[config.mk]
export PLATFORM = sky130hd
export DESIGN_NAME = hazard_unit
export DESIGN_NICKNAME = d
export VERILOG_FILES = /design/src/rtl/hazard_unit.sv
export SDC_FILE = /design/constraint.sdc
export NUM_CORES = 1
export LEC_CHECK = 0
export CAP_MARGIN = 20
export CORE_UTILIZATION = 49
export CTS_CLUSTER_SIZE = 8
export DETAILED_ROUTE_END_ITERATION = 8
export PLACE_DENSITY = 0.88
export SLEW_MARGIN = 15
export SYNTH_ARGS = -nofsm -noshare
export SYNTH_HDL_FRONTEND = slang
export SYNTH_SLANG_ARGS = --single-unit
[constraint.sdc]
create_clock -name clk -period 2.8 [get_ports clk]
set_input_delay 0.28 -clock clk [delete_from_list [all_inputs] [get_ports clk]]
set_output_delay 0.28 -clock clk [all_outputs]
set_load 0.02 [all_outputs]
[src/rtl/hazard_unit.sv]
// Pipeline hazard unit: tracks EX/MEM/WB destination registers, selects operand forwarding and load-use stalls.
// Define HAZARD_FWD_EN for forwarding; otherwise any pending write to a source register stalls until it retires.
module hazard_unit #(
  parameter int CNT_W = 16
) (
  input  logic             clk,
  input  logic             reset,
  input  logic [4:0]       rs_probe,
  input  logic [4:0]       rt_probe,
  input  logic             id_valid,
  input  logic             id_reg_write,
  input  logic [4:0]       id_dst,
  input  logic             id_mem_read,
  input  logic             ex_jump_taken,
  output logic [1:0]       ctrl_rs,
  output logic [1:0]       ctrl_rt,
  output logic             stall,
  output logic             flush,
  output logic [CNT_W-1:0] stall_count
);

  typedef struct packed {
    logic       valid;
    logic       write;
    logic [4:0] dst;
    logic       load;
  } entry_t;

  entry_t           r_ex, r_mem, r_wb;
  logic [CNT_W-1:0] r_cnt;
  entry_t           w_id;
  logic             w_rs_ex, w_rs_mem, w_rs_wb;
  logic             w_rt_ex, w_rt_mem, w_rt_wb;

  // r0 is hard-wired zero, so a write to it never creates a dependency
  function automatic logic hit(input entry_t e, input logic [4:0] p);
    return e.valid && e.write && (e.dst == p) && (p != 5'd0);
  endfunction

  function automatic logic [1:0] fwd_sel(input logic ex, input logic mem, input logic wb);
    if (ex)       return 2'b01;
    else if (mem) return 2'b10;
    else if (wb)  return 2'b11;
    else          return 2'b00;
  endfunction

  always_comb begin
    w_id     = '{valid: id_valid, write: id_reg_write, dst: id_dst, load: id_mem_read};
    w_rs_ex  = hit(r_ex,  rs_probe);
    w_rs_mem = hit(r_mem, rs_probe);
    w_rs_wb  = hit(r_wb,  rs_probe);
    w_rt_ex  = hit(r_ex,  rt_probe);
    w_rt_mem = hit(r_mem, rt_probe);
    w_rt_wb  = hit(r_wb,  rt_probe);
  end

  assign flush = ex_jump_taken;

  always_comb begin
    ctrl_rs = 2'b00;
    ctrl_rt = 2'b00;
    stall   = 1'b0;
`ifdef HAZARD_FWD_EN
    if (id_valid) begin
      ctrl_rs = fwd_sel(w_rs_ex, w_rs_mem, w_rs_wb);
      ctrl_rt = fwd_sel(w_rt_ex, w_rt_mem, w_rt_wb);
      // Only a load still in EX has no data to forward yet
      stall   = r_ex.load && (w_rs_ex || w_rt_ex) && !flush;
    end
`else
    if (id_valid)
      stall = (w_rs_ex || w_rs_mem || w_rs_wb || w_rt_ex || w_rt_mem || w_rt_wb) && !flush;
`endif
  end

  // Shadow pipeline: a stalled or flushed ID instruction enters EX as a bubble
  always_ff @(posedge clk or posedge reset) begin
    if (reset) begin
      r_ex  <= '0;
      r_mem <= '0;
      r_wb  <= '0;
    end else begin
      r_ex  <= (stall || flush) ? entry_t'('0) : w_id;
      r_mem <= r_ex;
      r_wb  <= r_mem;
    end
  end

  always_ff @(posedge clk or posedge reset) begin
    if (reset)
      r_cnt <= '0;
    else if (stall && (r_cnt != {CNT_W{1'b1}}))
      r_cnt <= r_cnt + {{(CNT_W-1){1'b0}}, 1'b1};
  end

  assign stall_count = r_cnt;

endmodule
---- Word-level counts from Yosys, hierarchy flattened ----
Index checks and enable logic that the tools add are counted.
cells by class
  add/sub/neg operators ................... 1
  equality and inequality tests ........... 7
  multiplexer cells ....................... 2
  reductions and logical operators ........ 26
operators with widths
  kind                                            number
  equality test 5 bit                             6
  logical AND 1 bit                               17
  adder 16 x 1 -> 16 bit (second input constant)  1
  != test 16 bit (second input constant)          1
  nonzero test 5 bit                              2
  two-way mux 8 bit                               1
  logical OR 1 bit                                6
  logical NOT 1 bit                               1
  two-way mux 1 bit                               1
storage, ports and cells
  register bits after elaboration ......... 37
  logic and storage cells ................. 46

---- Depth between registers and ports, before layout ----
Gate-level depths: netlist of run 1.
  depth in word-level cells ............... 12
  gate-level depth with buffers ........... 9
  mapped depth without buffers ............ 7

---- Worst setup path after synthesis of run 1 ----
Ideal clock, no wire load.
  path kind ............................... flip-flop to flip-flop
  start ................................... register r_ex[3] in the netlist's numbering
  end ..................................... register r_cnt[1], in the netlist stall_count[1]
  setup time .............................. 0.125 ns
  arrival ................................. 2.073 ns
  data required time ...................... 2.675 ns
  slack ................................... 0.602 ns
  stages on the path, launching flop included .. 9
  path buffers ............................ 1
  clock period less this slack ............ 2.198 ns
  cell sequence ........................... dfrtp_1 -> xor2_1 -> nor4_1 -> nand4_1 -> a21o_1 -> and3_1 -> buf_6 -> or3_4 -> mux2_4
between the ends
  longest elaborated chain between the ends .. 11
ends and longest elaborated chain
  element                          RTL line  text
  from (decl)                      29        entry_t r_ex, r_mem, r_wb;
  from (signal assigned)           83        r_ex <= (stall || flush) ? entry_t'('0) : w_id;
  equality test 5 bit              37        return e.valid && e.write && (e.dst == p) && (p != 5'd0);
  logical AND 1 bit (2 in a row)   37
  logical OR 1 bit (2 in a row)    72        stall = (w_rs_ex || w_rs_mem || w_rs_wb || w_rt_ex || w_rt_mem || w_rt_wb) && !flush;
  logical OR 1 bit * (3 in a row)  72
  logical AND 1 bit *              72
  two-way mux 1 bit *              71        if (id_valid)
  logical AND 1 bit *              92        else if (stall && (r_cnt != {CNT_W{1'b1}}))
  to (signal assigned)             93        r_cnt <= r_cnt + {{(CNT_W-1){1'b0}}, 1'b1};
  to (decl)                        30        logic [CNT_W-1:0] r_cnt;
Every way passes the cells marked *; elsewhere a longest branch is shown, timed or not.
A chain may end at the register's enable or synchronous reset.

---- Worst setup path after layout of run 1 ----
  start ................................... input port rt_probe[3]
  end ..................................... output port stall
between the ends
  longest elaborated chain between the ends .. 8
ends and longest elaborated chain
  element                         RTL line  text
  from (decl)                     9         input logic [4:0] rt_probe,
  equality test 5 bit             37
  logical AND 1 bit (2 in a row)  37
  logical OR 1 bit (2 in a row)   72
  logical OR 1 bit *              72
  logical AND 1 bit *             72
  two-way mux 1 bit *             71
  to (decl)                       17        output logic stall,
Marked as above.

==> results.toml, run 1 <==
[cts]
cts-root-buf = "clkbuf_8"
cts_sinks = 37
clk_pin_slew_ns = 0.07
cts_setup_buffers = 0
clkLatencyLatePin_ns = 0.29
cts_buffers = 5
cts_tree = "done"
cts_max_level = 2
clock_path_buffers = 2

[grt]
antenna_found_initial = 0
grt_max_degree = 38
grt_pass1_wl_um = 7020
overflow = 0
grt_usage = 0.236
first_global_vias = 1418

[floorplanning]
core_region_area_mm2 = 0.00347
fp.dieW_um = 63.1
rows = 21
start_util = 0.528
io_pins = 43
die_area_mm2 = 0.00398
die_h_um = 63.1

[route]
wl_per_cell_um = 15.6
drc = 0
avgViaCountPerCell = 5.36
num_vias = 1430
ant_nets = 0
drt-pass1-iter-count = 4
totalWireLength_um = 4160
first_iter_violations = 51

[layout]
drive_gt1_frac = 0.136
nets = 242
n_antenna_cell = 0
layout-area-overhead-vs-synth_pct = 34.4
fill_cells = 261

[synth]
synth_area_mm2 = 0.00183
yosysWarnings = 0
yosys.area_share.simple = 0.211
synth_xor_area_frac = 0.215
synth_compound_area_frac = 0.0157
synth-adder-area-share = 0.00684
ys_seq_area_frac = 0.506
synth_top_family_by_area = "XOR/XNOR gates"
yosysUniqueCellTypes = 31
ys_ff_latch = 37
synthMuxAreaShare = 0.00820
synthCells = 164
syn_area_per_cell_um2 = 11.2

[power]
internal_power_mw = 0.896
clkPwrFrac = 0.386
swShare = 0.235
cellPowerDensity_mw_per_mm2 = 476
combPwrFrac = 0.121
p_switching_mw = 0.275
p_leak_nw = 1.13
ir_drop_mv = 0.356
sequentialPowerShare = 0.492

[setup_path]
required_ns = 2.52
crit_path_start_kind = "input pin"
path_class = "input pin to primary output"
r2r-start = "r_mem[1]$_DFF_PP0_"
crit_path_end_kind = "primary output"
crit_arrival_ns = 2.42
cp_max_fo = 4
r2r_cells = 8
r2r_slack_ns = 0.24
r2r-end = "stall_count[1]$_DFFE_PP0P_"

[sta]
fin_ws_ns = 0.0982
min_period_ns = 2.70
min_period_over_period = 0.965
worst_clock_skew_ns = 0.00892
rsz0062_at_grt = "false"
hold_viol_final = 0
final.setup.tns_ns = 0
fmax_ghz = 0.370
drv_slew = 0
setup_viol = 0
worst_slew_pin_slew_ns = 0.561
slew_headroom = 0.625

[min_path]
hold_class = "input pin to asynchronous set/reset pin"

[placement]
port-buffer-count = 37
dp_hpwl_um = 2820
gp_congestion = 0.862
pre_cts_slack_ns = -0.123

[run_status]
outcome = "finished clean"

[run]
maxCapViolCount = 0
## cell usage after synthesis
cell type	count	area, um^2
or4_1	2	15.0
and3_1	3	18.8
a41oi_1	1	8.76
xnor2_1	17	149
nor2_1	7	26.3
nor2b_1	1	6.26
dfrtp_1	37	926
buf_4	5	37.5
nand4_1	11	68.8
a21o_1	2	15.0
buf_2	1	5.00
nand2_1	6	22.5
nand3_1	5	25.0
conb_1	1	3.75
buf_6	1	11.3
ha_1	1	12.5
nor4_1	7	43.8
nor4b_1	1	8.76
xor2_1	28	245
mux2_4	1	15.0
nor3_1	7	35.0
nor3b_1	1	7.51
clkbuf_1	1	3.75
or3_4	1	11.3
and2_1	8	50.1
a21oi_1	1	5.00
nor4_2	2	25.0
and4_1	1	8.76
or3_1	1	6.26
nand2b_1	1	6.26
inv_1	2	7.51
## logic make-up after synthesis
logic type,after synthesis
buffers and inverters,10
DFF,37
other,1
AOI/OAI and AO/OA,4
and+or+nand+nor,65
xor gates and xnor gates,45
muxes,1
adders and majority gates,1
## worst max path at each step
stage	from	to	slack [ns]	depth (start not counted)
after floorplan	r_ex[3]$_DFF_PP0_	stall_count[1]$_DFFE_PP0P_	0.60	8
after detailed placement	rt_probe[3]	stall	-0.12	8
after global routing	rt_probe[3]	stall	0.02	8
after global placement	rt_probe[3]	stall	-0.04	8
final	rt_probe[3]	stall	0.1	8
after CTS	rs_probe[3]	stall	0.07	8
## stage by stage
stage / power [mW] / hold slack, ns / utilization / std cells / cell area [um^2]
after floorplan: 0.655 / 0.373 / - / 167 / 1840
after detailed placement: 0.725 / 0.399 / 0.675 / 259 / 2340
after global placement: 0.721 / 0.389 / 0.675 / 259 / 2340
after global routing: 1.23 / 0.429 / 0.709 / 267 / 2460
after CTS: 1.18 / 0.413 / 0.706 / 267 / 2450
final: 1.17 / 0.403 / 0.709 / 267 / 2460
## cell usage in the layout (no fill, tap or decap), types with 2 or more instances in the layout
cell type        count
nand4_1             11
clkbuf_8             5
clkdlybuf4s50_1     36
and2_1               8
nor3_1               7
xor2_1              28
and3_1               3
dfrtp_1             37
nand3_1              5
nor4_1               7
buf_4               17
nand2_1              6
a21o_1               2
conb_1               4
nor2_1               6
inv_1                2
nor4_2               2
xnor2_1             17
or4_1                2
## cell type report
class,instances,area (um^2),share of cell area
clock inverter,2,38.8,0.0158
multi-input combinational,120,861,0.350
sequential,37,926,0.376
timing repair buffer,54,497,0.202
tap,46,57.6,0.0234
clock buffer,6,72.6,0.0295
inverter,2,7.51,0.00305
## routing by layer
layer | wire length (um) | GRT usage
met1 | 1790 | 0.316
met2 | 2070 | 0.363
met3 | 187 | 0.0543
met4 | 123 | 0.110
met5 | 0 | 0
## worst max-delay path, stage by stage
cell	delay (ns)
clkdlybuf4s50_1	0.51
or4_1	0.55
nor2_1	0.17
nor2_1	0.08
a41oi_2	0.23
and3_1	0.22
nor2_1	0.06
dlygate4sd2_1	0.31
## power groups by stage
| stage | logic, mW | clock network (mW) | registers, mW |
|---|---|---|---|
| after detailed placement | 0.139 | 0 | 0.586 |
| after global routing | 0.153 | 0.493 | 0.580 |
| final | 0.142 | 0.453 | 0.577 |
| after floorplan | 0.0695 | 0 | 0.585 |
| after CTS | 0.142 | 0.463 | 0.576 |
| after global placement | 0.136 | 0 | 0.584 |
## registers in the layout, indices dropped and copies added (netlist names)
signal       count
r_wb             7
r_ex             7
r_mem            7
stall_count     16
## repair_timing
action,4_1_cts,5_1_grt
endpoints found under the hold margin,0,0
hold buffers,0,0
cloned,0,0
gates resized for setup,1,2
endpoints found under the setup margin,1,1
(Power assumes the default switching activity.)
==> inputs of run 2 (changes only) <==
--- a/config.mk
+++ b/config.mk
@@ -6,6 +6,7 @@
 export NUM_CORES = 1
 export LEC_CHECK = 0
 export CAP_MARGIN = 20
+export CORE_MARGIN = 8
 export CORE_UTILIZATION = 49
 export CTS_CLUSTER_SIZE = 8
 export DETAILED_ROUTE_END_ITERATION = 8
==> constraint.sdc (replaced) <==
create_clock -name clk -period 3.02 [get_ports clk]
set_input_delay 0.302 -clock clk [delete_from_list [all_inputs] [get_ports clk]]
set_output_delay 0.302 -clock clk [all_outputs]
set_load 0.02 [all_outputs]
==> results.toml, run 2 (same netlist as run 1, synthesis figures left out) <==
[cts]
cts_setup_buffers = 0
cts_max_level = 2
cts_sinks = 37
clkLatencyLatePin_ns = 0.29
cts-root-buf = "clkbuf_8"
clk_pin_slew_ns = 0.07
clock_path_buffers = 2
cts_buffers = 5
cts_tree = "done"

[layout]
n_antenna_cell = 0
final_cell_mix = "dfrtp_1 (37), clkdlybuf4s50_1 (36), xor2_1 (28)"
stdcell_area_mm2 = 0.00236
drive_gt1_frac = 0.0900
layout_commonest_cell = "dfrtp_1"
ff_latch_area_um2 = 926
fill_cells = 307
largest_reg_flops = 16
nets = 234
multi_input_comb_area_um2 = 851
layout-area-overhead-vs-synth_pct = 28.8

[setup_path]
cp_max_fo = 3
path_class = "input pin to primary output"
crit_path_end_kind = "primary output"
cp_common_cell = "nor2_1"
slowest_delay_ns = 0.52
crit_arrival_ns = 2.35
worstPathCellList = "clkdlybuf4s50_1 > or4_1 > nor2_1 > nor2_1 > a41oi_1 > and3_1 > nor2_1 > dlymetal6s2s_1"
slowest_stage = "or4_1"
required_ns = 2.72
crit_path_start_kind = "input pin"

[min_path]
hold_class = "input pin to asynchronous set/reset pin"

[floorplanning]
die_area_mm2 = 0.00595
rows = 22
fp.dieW_um = 77.1
die_h_um = 77.1
core_region_area_mm2 = 0.00363
io_pins = 43
start_util = 0.504

[route]
wl_per_cell_um = 15.1
drt-pass1-iter-count = 4
totalWireLength_um = 3920
drc = 0
ant_nets = 0
first_iter_violations = 107
avgViaCountPerCell = 5.36
num_vias = 1388

[sta]
min_period_over_period = 0.879
setup_viol = 0
drv_slew = 0
whs_ns = 0.408
hold_viol_final = 0
rsz0062_at_grt = "false"
fmax_ghz = 0.377
worst_clock_skew_ns = 0.0101
min_period_ns = 2.65
final.setup.tns_ns = 0

[grt]
overflow = 0
grt_usage = 0.140
grt_max_degree = 38
antenna_found_initial = 0
first_global_vias = 1431
grt_pass1_wl_um = 6620

[placement]
dp_hpwl_um = 3070
gp_congestion = 0.899
port-buffer-count = 37
placed_area_mm2 = 0.00228

[power]
ir_drop_mv = 0.332
p_leak_nw = 1.09
cellPowerDensity_mw_per_mm2 = 411

[run]
maxCapViolCount = 0

[run_status]
outcome = "finished clean"
## run 2: cell count changes in the layout (fill, tap and decap cells not counted)
cell            change
nor2_2              -1
dlygate4sd2_1       -1
clkinv_4            -1
clkinv_2            +1
buf_4               -8
nor2_1              +1
clkbuf_1            -1
a41oi_1             +1
bufinv_16           -1
dlymetal6s2s_1      +1
a41oi_2             -1
## run 2: per-stage QoR
stage	utilization	power (mW)	setup slack (ns)	std cells
floorplan	-	0.607	0.822	167
global placement	0.628	0.663	0.0553	253
global route	0.649	1.01	0.233	259
detailed placement	0.628	0.667	0.0455	253
CTS	0.648	0.979	0.0250	259
finish	0.649	0.968	0.366	259
## run 2: final cells by class
type	instances	area share
repair buffers	46	0.187
inverters	2	0.00318
clock buffers	5	0.0292
multi-input cells	120	0.361
clock inverters	1	0.00212
flip-flops and latches	37	0.393
well taps	48	0.0255
## run 2: power breakdown
group	leakage [nW]	switching (mW)	internal, mW
Clock	0.0399	0.159	0.152
Sequential	0.489	0.0189	0.514
Combinational	0.560	0.0596	0.0651
Total	1.09	0.238	0.731
## run 2: worst paths after layout
path	cells past startpoint	start	slack [ns]	endpoint
setup / recovery	8	rt_probe[2]	0.37	stall
hold / removal	3	reset	0.41	stall_count[6]$_DFFE_PP0P_
setup reg to reg	8	r_mem[1]$_DFF_PP0_	0.53	stall_count[1]$_DFFE_PP0P_
hold reg to reg	0	r_ex[6]$_DFF_PP0_	0.41	r_mem[6]$_DFF_PP0_
max in group asynchronous	3	reset	2.29	stall_count[1]$_DFFE_PP0P_
min in group clk	0	r_ex[6]$_DFF_PP0_	0.41	r_mem[6]$_DFF_PP0_
## run 2: what timing repair did
item	4_1_cts	5_1_grt
gates resized for setup	0	1
setup endpoints to repair	0	1
hold buffers	0	0
## run 2: metal layers
| layer | wire (um) | global-route usage | up-vias | share of wire |
|---|---|---|---|---|
| met2 | 1940 | 0.222 | 53 | 0.49 |
| met4 | 138 | 0.102 | 0 | 0.035 |
| li1 | - | - | 651 | - |
| met1 | 1650 | 0.164 | 673 | 0.42 |
| met5 | 0 | 0 | - | 0 |
| met3 | 189 | 0.0291 | 11 | 0.048 |
## run 2: worst max-delay path: cells and delay by family
family                 cells  cell delay, ns
AOI/OAI and AO/OA          1            0.29
buffers and inverters      2            0.67
and+or+nand+nor            5            1.08
